[src/rtl/gray_mem_arbiter.sv]
// rtl/gray_mem_arbiter.sv - two-requester round-robin gray-image read port arbiter with burst lock
// Optional statistics counters: define GRAY_ARB_STAT_EN.
module gray_mem_arbiter #(
  parameter int ADDR_W    = 14,
  parameter int DATA_W    = 8,
  parameter int MAX_BURST = 9,
  parameter int CNT_W     = 4
) (
  input  logic              clk,
  input  logic              reset,
  input  logic [1:0]        rq_req,
  input  logic [1:0]        rq_lock,
  input  logic [ADDR_W-1:0] rq_addr0,
  input  logic [ADDR_W-1:0] rq_addr1,
  output logic [1:0]        rq_gnt,
  output logic [1:0]        rq_rvalid,
  output logic [DATA_W-1:0] rq_rdata,
  input  logic              gray_ready,
  output logic              gray_req,
  output logic [ADDR_W-1:0] gray_addr,
  input  logic [DATA_W-1:0] gray_data
`ifdef GRAY_ARB_STAT_EN
  ,
  output logic [15:0]       stat_xfer0,
  output logic [15:0]       stat_xfer1,
  output logic [15:0]       stat_wait
`endif
);

  localparam logic [1:0] ST_WAIT_RDY = 2'd0;
  localparam logic [1:0] ST_IDLE     = 2'd1;
  localparam logic [1:0] ST_OWN      = 2'd2;
  localparam logic [CNT_W-1:0] CAP   = CNT_W'(MAX_BURST);

  logic [1:0]       state;
  logic             owner;
  logic             last_owner;
  logic [CNT_W-1:0] burst_cnt;
  logic [CNT_W-1:0] cnt_nxt;
  logic             tag;
  logic             tag_vld;
  logic             xfer;
  logic             own_req;
  logic             own_lock;
  logic             other_req;
  logic             winner;
  logic             release_own;

  always_comb begin
    xfer      = |(rq_req & rq_gnt);
    own_req   = rq_req[owner];
    own_lock  = rq_lock[owner];
    other_req = rq_req[~owner];
    cnt_nxt   = burst_cnt;
    if (xfer && (burst_cnt < CAP))
      cnt_nxt = burst_cnt + CNT_W'(1);
    // A tie goes to whoever did not hold the port last; otherwise the sole requester wins.
    if (rq_req == 2'b11)
      winner = ~last_owner;
    else
      winner = rq_req[1];
    release_own = (!own_req && !own_lock) || (other_req && (cnt_nxt >= CAP));
  end

  always_ff @(posedge clk or negedge reset) begin
    if (!reset) begin
      state      <= ST_WAIT_RDY;
      rq_gnt     <= 2'b00;
      owner      <= 1'b0;
      last_owner <= 1'b1;
      burst_cnt  <= '0;
      gray_req   <= 1'b0;
      gray_addr  <= '0;
      tag        <= 1'b0;
      tag_vld    <= 1'b0;
    end else begin
      gray_req <= xfer;
      tag_vld  <= xfer;
      if (xfer) begin
        gray_addr <= owner ? rq_addr1 : rq_addr0;
        tag       <= owner;
      end
      case (state)
        ST_WAIT_RDY: begin
          if (gray_ready)
            state <= ST_IDLE;
        end
        ST_IDLE: begin
          if (!gray_ready) begin
            state <= ST_WAIT_RDY;
          end else if (|rq_req) begin
            state      <= ST_OWN;
            owner      <= winner;
            last_owner <= winner;
            burst_cnt  <= '0;
            rq_gnt     <= winner ? 2'b10 : 2'b01;
          end
        end
        ST_OWN: begin
          burst_cnt <= cnt_nxt;
          if (!gray_ready) begin
            state  <= ST_WAIT_RDY;
            rq_gnt <= 2'b00;
          end else if (release_own) begin
            state  <= ST_IDLE;
            rq_gnt <= 2'b00;
          end
        end
        default: begin
          state  <= ST_WAIT_RDY;
          rq_gnt <= 2'b00;
        end
      endcase
    end
  end

  // Read data returns one cycle after the transfer, steered by the registered tag.
  assign rq_rvalid = {tag_vld & tag, tag_vld & ~tag};
  assign rq_rdata  = gray_data;

`ifdef GRAY_ARB_STAT_EN
  always_ff @(posedge clk or negedge reset) begin
    if (!reset) begin
      stat_xfer0 <= '0;
      stat_xfer1 <= '0;
      stat_wait  <= '0;
    end else begin
      if (rq_req[0] && rq_gnt[0] && (stat_xfer0 != 16'hFFFF))
        stat_xfer0 <= stat_xfer0 + 16'd1;
      if (rq_req[1] && rq_gnt[1] && (stat_xfer1 != 16'hFFFF))
        stat_xfer1 <= stat_xfer1 + 16'd1;
      if ((|(rq_req & ~rq_gnt)) && (stat_wait != 16'hFFFF))
        stat_wait <= stat_wait + 16'd1;
    end
  end
`endif

endmodule

[config.mk]
export PLATFORM = sky130hd
export DESIGN_NAME = gray_mem_arbiter
export DESIGN_NICKNAME = d
export VERILOG_FILES = /design/src/rtl/gray_mem_arbiter.sv
export SDC_FILE = /design/constraint.sdc
export NUM_CORES = 1
export LEC_CHECK = 0
export BUFFER_PORTS_ARGS = -buffer_cell sky130_fd_sc_hd__buf_2
export CAP_MARGIN = 10
export CELL_PAD_IN_SITES_DETAIL_PLACEMENT = 0
export CELL_PAD_IN_SITES_GLOBAL_PLACEMENT = 1
export CORE_MARGIN = 4
export CORE_UTILIZATION = 34
export CTS_BUF_LIST = sky130_fd_sc_hd__clkbuf_8
export DETAILED_ROUTE_END_ITERATION = 7
export PLACE_DENSITY = 0.79
export RECOVER_POWER = 50
export SLEW_MARGIN = 20
export SYNTH_ARGS = -nofsm -noshare
export SYNTH_HDL_FRONTEND = slang
export SYNTH_SLANG_ARGS = --single-unit
[constraint.sdc]
create_clock -name clk -period 1.9 [get_ports clk]
set_clock_uncertainty 0.05 [all_clocks]
set_input_delay 0.19 -clock clk [delete_from_list [all_inputs] [get_ports clk]]
set_output_delay 0.19 -clock clk [all_outputs]
set_load 0.02 [all_outputs]
# After elaboration in Yosys (flattened, before gate mapping)
# Cells that the tools add are included.
[op_classes]
addsub = 1
magnitude_cmp = 4
eq_ne = 8
n_mux = 24
bitwise_logic = 7
reduce_logical = 14
[ops]
columns = ["op", "count"]
rows = [
  ["$mux W2", 10],
  ["$mux W14", 1],
  ["$mux W4", 3],
  ["$pmux W2 S3", 2],
  ["$reduce_and A3 Y1", 3],
  ["$pmux W4 S2", 1],
  ["$mux W1", 7],
  ["$ne A2 B2 Y1 const B", 3],
  ["$ne A3 B3 Y1 const B", 2],
  ["$add A4 B1 Y4 const B", 1],
  ["$eq A2 B2 Y1 const B", 2],
  ["$ge A4 B4 Y1 const B", 1],
  ["$lt A1 B2 Y1 const B", 2],
  ["$lt A4 B4 Y1 const B", 1],
  ["$not A1 Y1", 4],
  ["$reduce_and A4 Y1", 1],
  ["$reduce_or A2 Y1", 2],
  ["$logic_and A1 B1 Y1", 3],
  ["$and A1 B1 Y1", 2],
  ["$and A2 B2 Y2", 1],
  ["$eq A2 B1 Y1 const B", 1],
  ["$logic_not A1 Y1", 2],
  ["$logic_not A2 Y1", 1],
  ["$reduce_bool A2 Y1", 1],
  ["$logic_or A1 B1 Y1", 1],
]
[word_totals]
regBits = 26
input_bits = 43
out_inout_bits = 27
word_cells = 66

# Depth between registers and ports, before layout
[depth]
word_depth = 10
depth_mapped = 7
mapped_depth_nobuf = 7

# Worst setup path before layout
# No wires, ideal clock.
[synth_timing]
kind = "flip-flop to flip-flop"
start = "reg burst_cnt[0]"
end = "reg state[0]"
setup_time_ns = 0.065
arrival_time_ns = 1.457
required_ns = 1.785
setup_slack_ns = 0.327
path_stages_with_launch = 8
path_buffers = 0
period_less_slack_ns = 1.573
path_cell_list = "dfrtp_1 inv_1 ha_1 nand2b_1 a21oi_2 mux2_4 a21oi_2 a31o_1"
[synth_via]
elab_chain_len = 8
word_cells_on_any_way = 9
classes_between = "1 x add/sub; 2 x order compare; 1 x eq/ne; 1 x mux; 4 x reduce/logical"
[synth_rtl]
columns = ["element", "line_no", "source"]
rows = [
  ["from (decl)", "38", "logic [CNT_W-1:0] burst_cnt;"],
  ["from (signal assigned)", "100", "burst_cnt <= cnt_nxt;"],
  ["$lt A4 B4 Y1", "55", "if (xfer && (burst_cnt < CAP))"],
  ["$logic_and A1 B1 Y1", "55", ""],
  ["$mux W4 (*)", "55", ""],
  ["$ge A4 B4 Y1 (*)", "62", "release_own = (!own_req && !own_lock) || (other_req && (cnt_nxt >= CAP));"],
  ["$logic_and A1 B1 Y1 (*)", "62", ""],
  ["$logic_or A1 B1 Y1 (*)", "62", ""],
  ["$ne A3 B3 Y1 (no line) (*)", "n/a", ""],
  ["$reduce_and A3 Y1 (no line) (*)", "n/a", ""],
  ["to (signal assigned)", "67", "state <= ST_WAIT_RDY;"],
  ["to (signal assigned)", "86", "state <= ST_IDLE;"],
  ["to (signal assigned)", "90", "state <= ST_WAIT_RDY;"],
  ["to (decl)", "35", "logic [1:0] state;"],
]
# Every way passes the cells marked *; elsewhere a longest branch is shown, timed or not.
# A chain may end at the register's enable or synchronous reset.

# Final worst setup path
[layout_timing]
start = "reg burst_cnt[0]"
end = "reg state[1]"
# Same word-level chain as after synthesis.

==> impl_metrics.env <==
export IMPL_relSlewSlack=0.560
export IMPL_nNetsFinal=239
export IMPL_die_w_um=73.0
export IMPL_grt_use_total=0.118
export IMPL_cts_tree="done"
export IMPL_peakVddDrop_v=0.000353
export IMPL_drt_pass1_iterations=4
export IMPL_clk_pin_slew_worst_paths_ns=0.08
export IMPL_final_setup_viol_count=0
export IMPL_synth_area_um2=1440
export IMPL_insertedDiodeCount=0
export IMPL_path_common_cell="a21oi_2"
export IMPL_post_route_period_util=0.882
export IMPL_h_tree_depth=1
export IMPL_path_delay_family="flip-flops"
export IMPL_path_max_fanout=6
export IMPL_clock_sinks=26
export IMPL_drt_initial_drc_count=31
export IMPL_via_count=1167
export IMPL_status="complete, no violations"
export IMPL_placed_area_um2=1690
export IMPL_final_cells=243
export IMPL_numCtsBuffers=3
export IMPL_syn_avg_cell_area_um2=9.85
export IMPL_grt_first_pass_wirelength_um=5040
export IMPL_hp_class="in2reg"
export IMPL_place_inst=238
export IMPL_post_cts_setup_buffer_count=0
export IMPL_mostFrequentLayoutCell="buf_2"
export IMPL_wl_per_cell_um=13.0
export IMPL_hpwl_um=2480
export IMPL_worstPathRequired_ns=1.97
export IMPL_clk_latency_ns=0.26
export IMPL_maxCapViolCount=0
export IMPL_tightestPinTransition_ns=0.661
export IMPL_initial_utilization=0.354
export IMPL_grt_max_degree=27
export IMPL_path_depth=7
export IMPL_ys_types=32
export IMPL_gp_congestion=0.743
export IMPL_coreArea_um2=4060
export IMPL_path_buf_inv=1
export IMPL_min_period_ns=1.67
export IMPL_synth_top_area_share=0.435
export IMPL_r2r_cells=7
export IMPL_path_class="reg2reg"
export IMPL_critical_path_arrival_ns=1.75
export IMPL_cp_start_kind="register"
export IMPL_design_area_um2=1750
export IMPL_slowest_delay_ns=0.44
export IMPL_nFillCells=400
export IMPL_max_clock_freq_mhz=597
export IMPL_hold_violations=0
export IMPL_whs_path_depth=3
export IMPL_antenna_found_initial=0
export IMPL_root_buffer="clkbuf_8"
export IMPL_cp_cell_sequence="inv_1 > ha_1 > nand2b_1 > a21oi_2 > mux2_4 > a21oi_2 > o21ai_1"
export IMPL_die_h_um=73.0
export IMPL_rsz0062_at_grt="false"
export IMPL_ys_ff_latch=26
export IMPL_area_sequential_um2=652
export IMPL_grt_remaining_overflow=0
export IMPL_synth_top_area_cell="dfrtp_1"
export IMPL_dieArea_um2=5330
export IMPL_drv_slew=0
export IMPL_portBuffers=53
export IMPL_drc=0
export IMPL_postRouteAntennaNets=0
export IMPL_drive_gt1_frac=0.347
export IMPL_rows=23
export IMPL_grt_pass1_vias=1105
export IMPL_syn_to_final_growth_pct=22.0
export IMPL_ys_warnings_count=0
export IMPL_syn_inst=146
export IMPL_max_clock_path_buffers=2
export IMPL_vias_per_cell=4.80
export IMPL_syn_nets=191
export IMPL_final_cell_mix="buf_2 (48), nand2_1 (25), dfrtp_1 (25), mux2i_1 (16), o21ai_0 (15)"
export IMPL_slowest_stage="dfrtp_1"
export IMPL_yosysSeqAreaShare=0.453
export IMPL_io_pins=70
export IMPL_power_density_nw_per_um2=1380
export IMPL_routed_wl_um=3170
export IMPL_fin_tns_setup_ns=0
export IMPL_yosys_top_cells_area="dfrtp_1 (44%), mux2i_1 (11%), nand2_1 (6.5%)"
export IMPL_leakagePower_nw=0.896
export IMPL_hold_ws_ns=0.155
export IMPL_multi_input_area_um2=666
export IMPL_end_kind="register"
-- cell families after synthesis --
| logic type | synth area share |
|---|---|
| fa+ha+maj | 0.0174 |
| mux | 0.122 |
| flops | 0.453 |
| simple gates | 0.139 |
| buf+inv | 0.0835 |
| compound gates | 0.185 |
-- flip-flops by register name, indices dropped and copies added (netlist names) --
name / flops
tag_vld: 1
rq_gnt: 2
last_owner: 1
owner: 1
state: 2
burst_cnt: 4
tag: 1
gray_addr: 14
-- tightest hold or removal path, cell delays in order --
cell,delay [ns]
buf_2,0.07
mux2i_1,0.05
o21ai_0,0.12
-- cell type report --
cell class | instances | area share
clock buffer | 4 | 0.0314
inverter | 5 | 0.0107
multi-input combinational | 100 | 0.379
sequential | 26 | 0.372
tap | 50 | 0.0357
timing repair buffer | 58 | 0.171
-- per-stage QoR --
stage	power (mW)	setup WS [ns]	util
2_1_floorplan	1.79	0.327	-
3_3_place_gp	2.11	0.254	0.418
3_5_place_dp	2.12	0.226	0.418
4_1_cts	2.48	0.211	0.434
5_1_grt	2.63	0.0827	0.432
6_report	2.42	0.225	0.432
-- Yosys cell counts --
cell and number:
buf_2 3, o21ai_1 2, buf_4 9, a32o_1 2
nor2b_1 4, nand3_1 2, a21oi_2 2, nand2_2 1
mux2i_1 16, o221ai_1 1, clkbuf_1 2, and2_1 2
nand2_1 25, mux2_4 1, dfrtp_1 25, buf_6 1
a41o_2 1, o21ai_0 15, a41o_1 2, dfstp_2 1
inv_1 4, inv_2 1, nor3_1 1, a21boi_0 1
a221oi_2 2, a22oi_4 1, ha_1 2, nand2b_1 4
a21oi_1 2, nor2_1 6, a31oi_1 4, a31o_1 1
-- metal layers --
metal / vias to the layer above / global-route usage / share of wire
met5: - / 0 / 0
met3: 4 / 0.0317 / 0.10
met4: 0 / 0.0307 / 0.0060
li1: 597 / - / -
met2: 42 / 0.197 / 0.46
met1: 524 / 0.150 / 0.43
-- power by group --
group / internal (mW) / switching [mW]
Clock: 0.185 / 0.163
Sequential: 0.777 / 0.165
Combinational: 0.457 / 0.676
-- worst paths after layout --
| path | from | to | slack [ns] |
|---|---|---|---|
| max | burst_cnt[0]$_DFFE_PN0P_ | state[1]$_DFFE_PN0P_ | 0.23 |
| max reg2reg | burst_cnt[0]$_DFFE_PN0P_ | state[1]$_DFFE_PN0P_ | 0.23 |
| min reg2reg | gray_addr[10]$_DFFE_PN0P_ | gray_addr[10]$_DFFE_PN0P_ | 0.43 |
| min | rq_addr0[3] | gray_addr[3]$_DFFE_PN0P_ | 0.15 |
| min in group asynchronous | reset | gray_addr[12]$_DFFE_PN0P_ | 0.43 |
| max in group asynchronous | reset | state[1]$_DFFE_PN0P_ | 0.94 |
-- what timing repair did --
| item | CTS | global route |
|---|---|---|
| hold buffers | 1 | 0 |
| hold endpoints to repair | 25 | 0 |
| resized for setup | 0 | 0 |
Power figures use the tool's default switching activity.
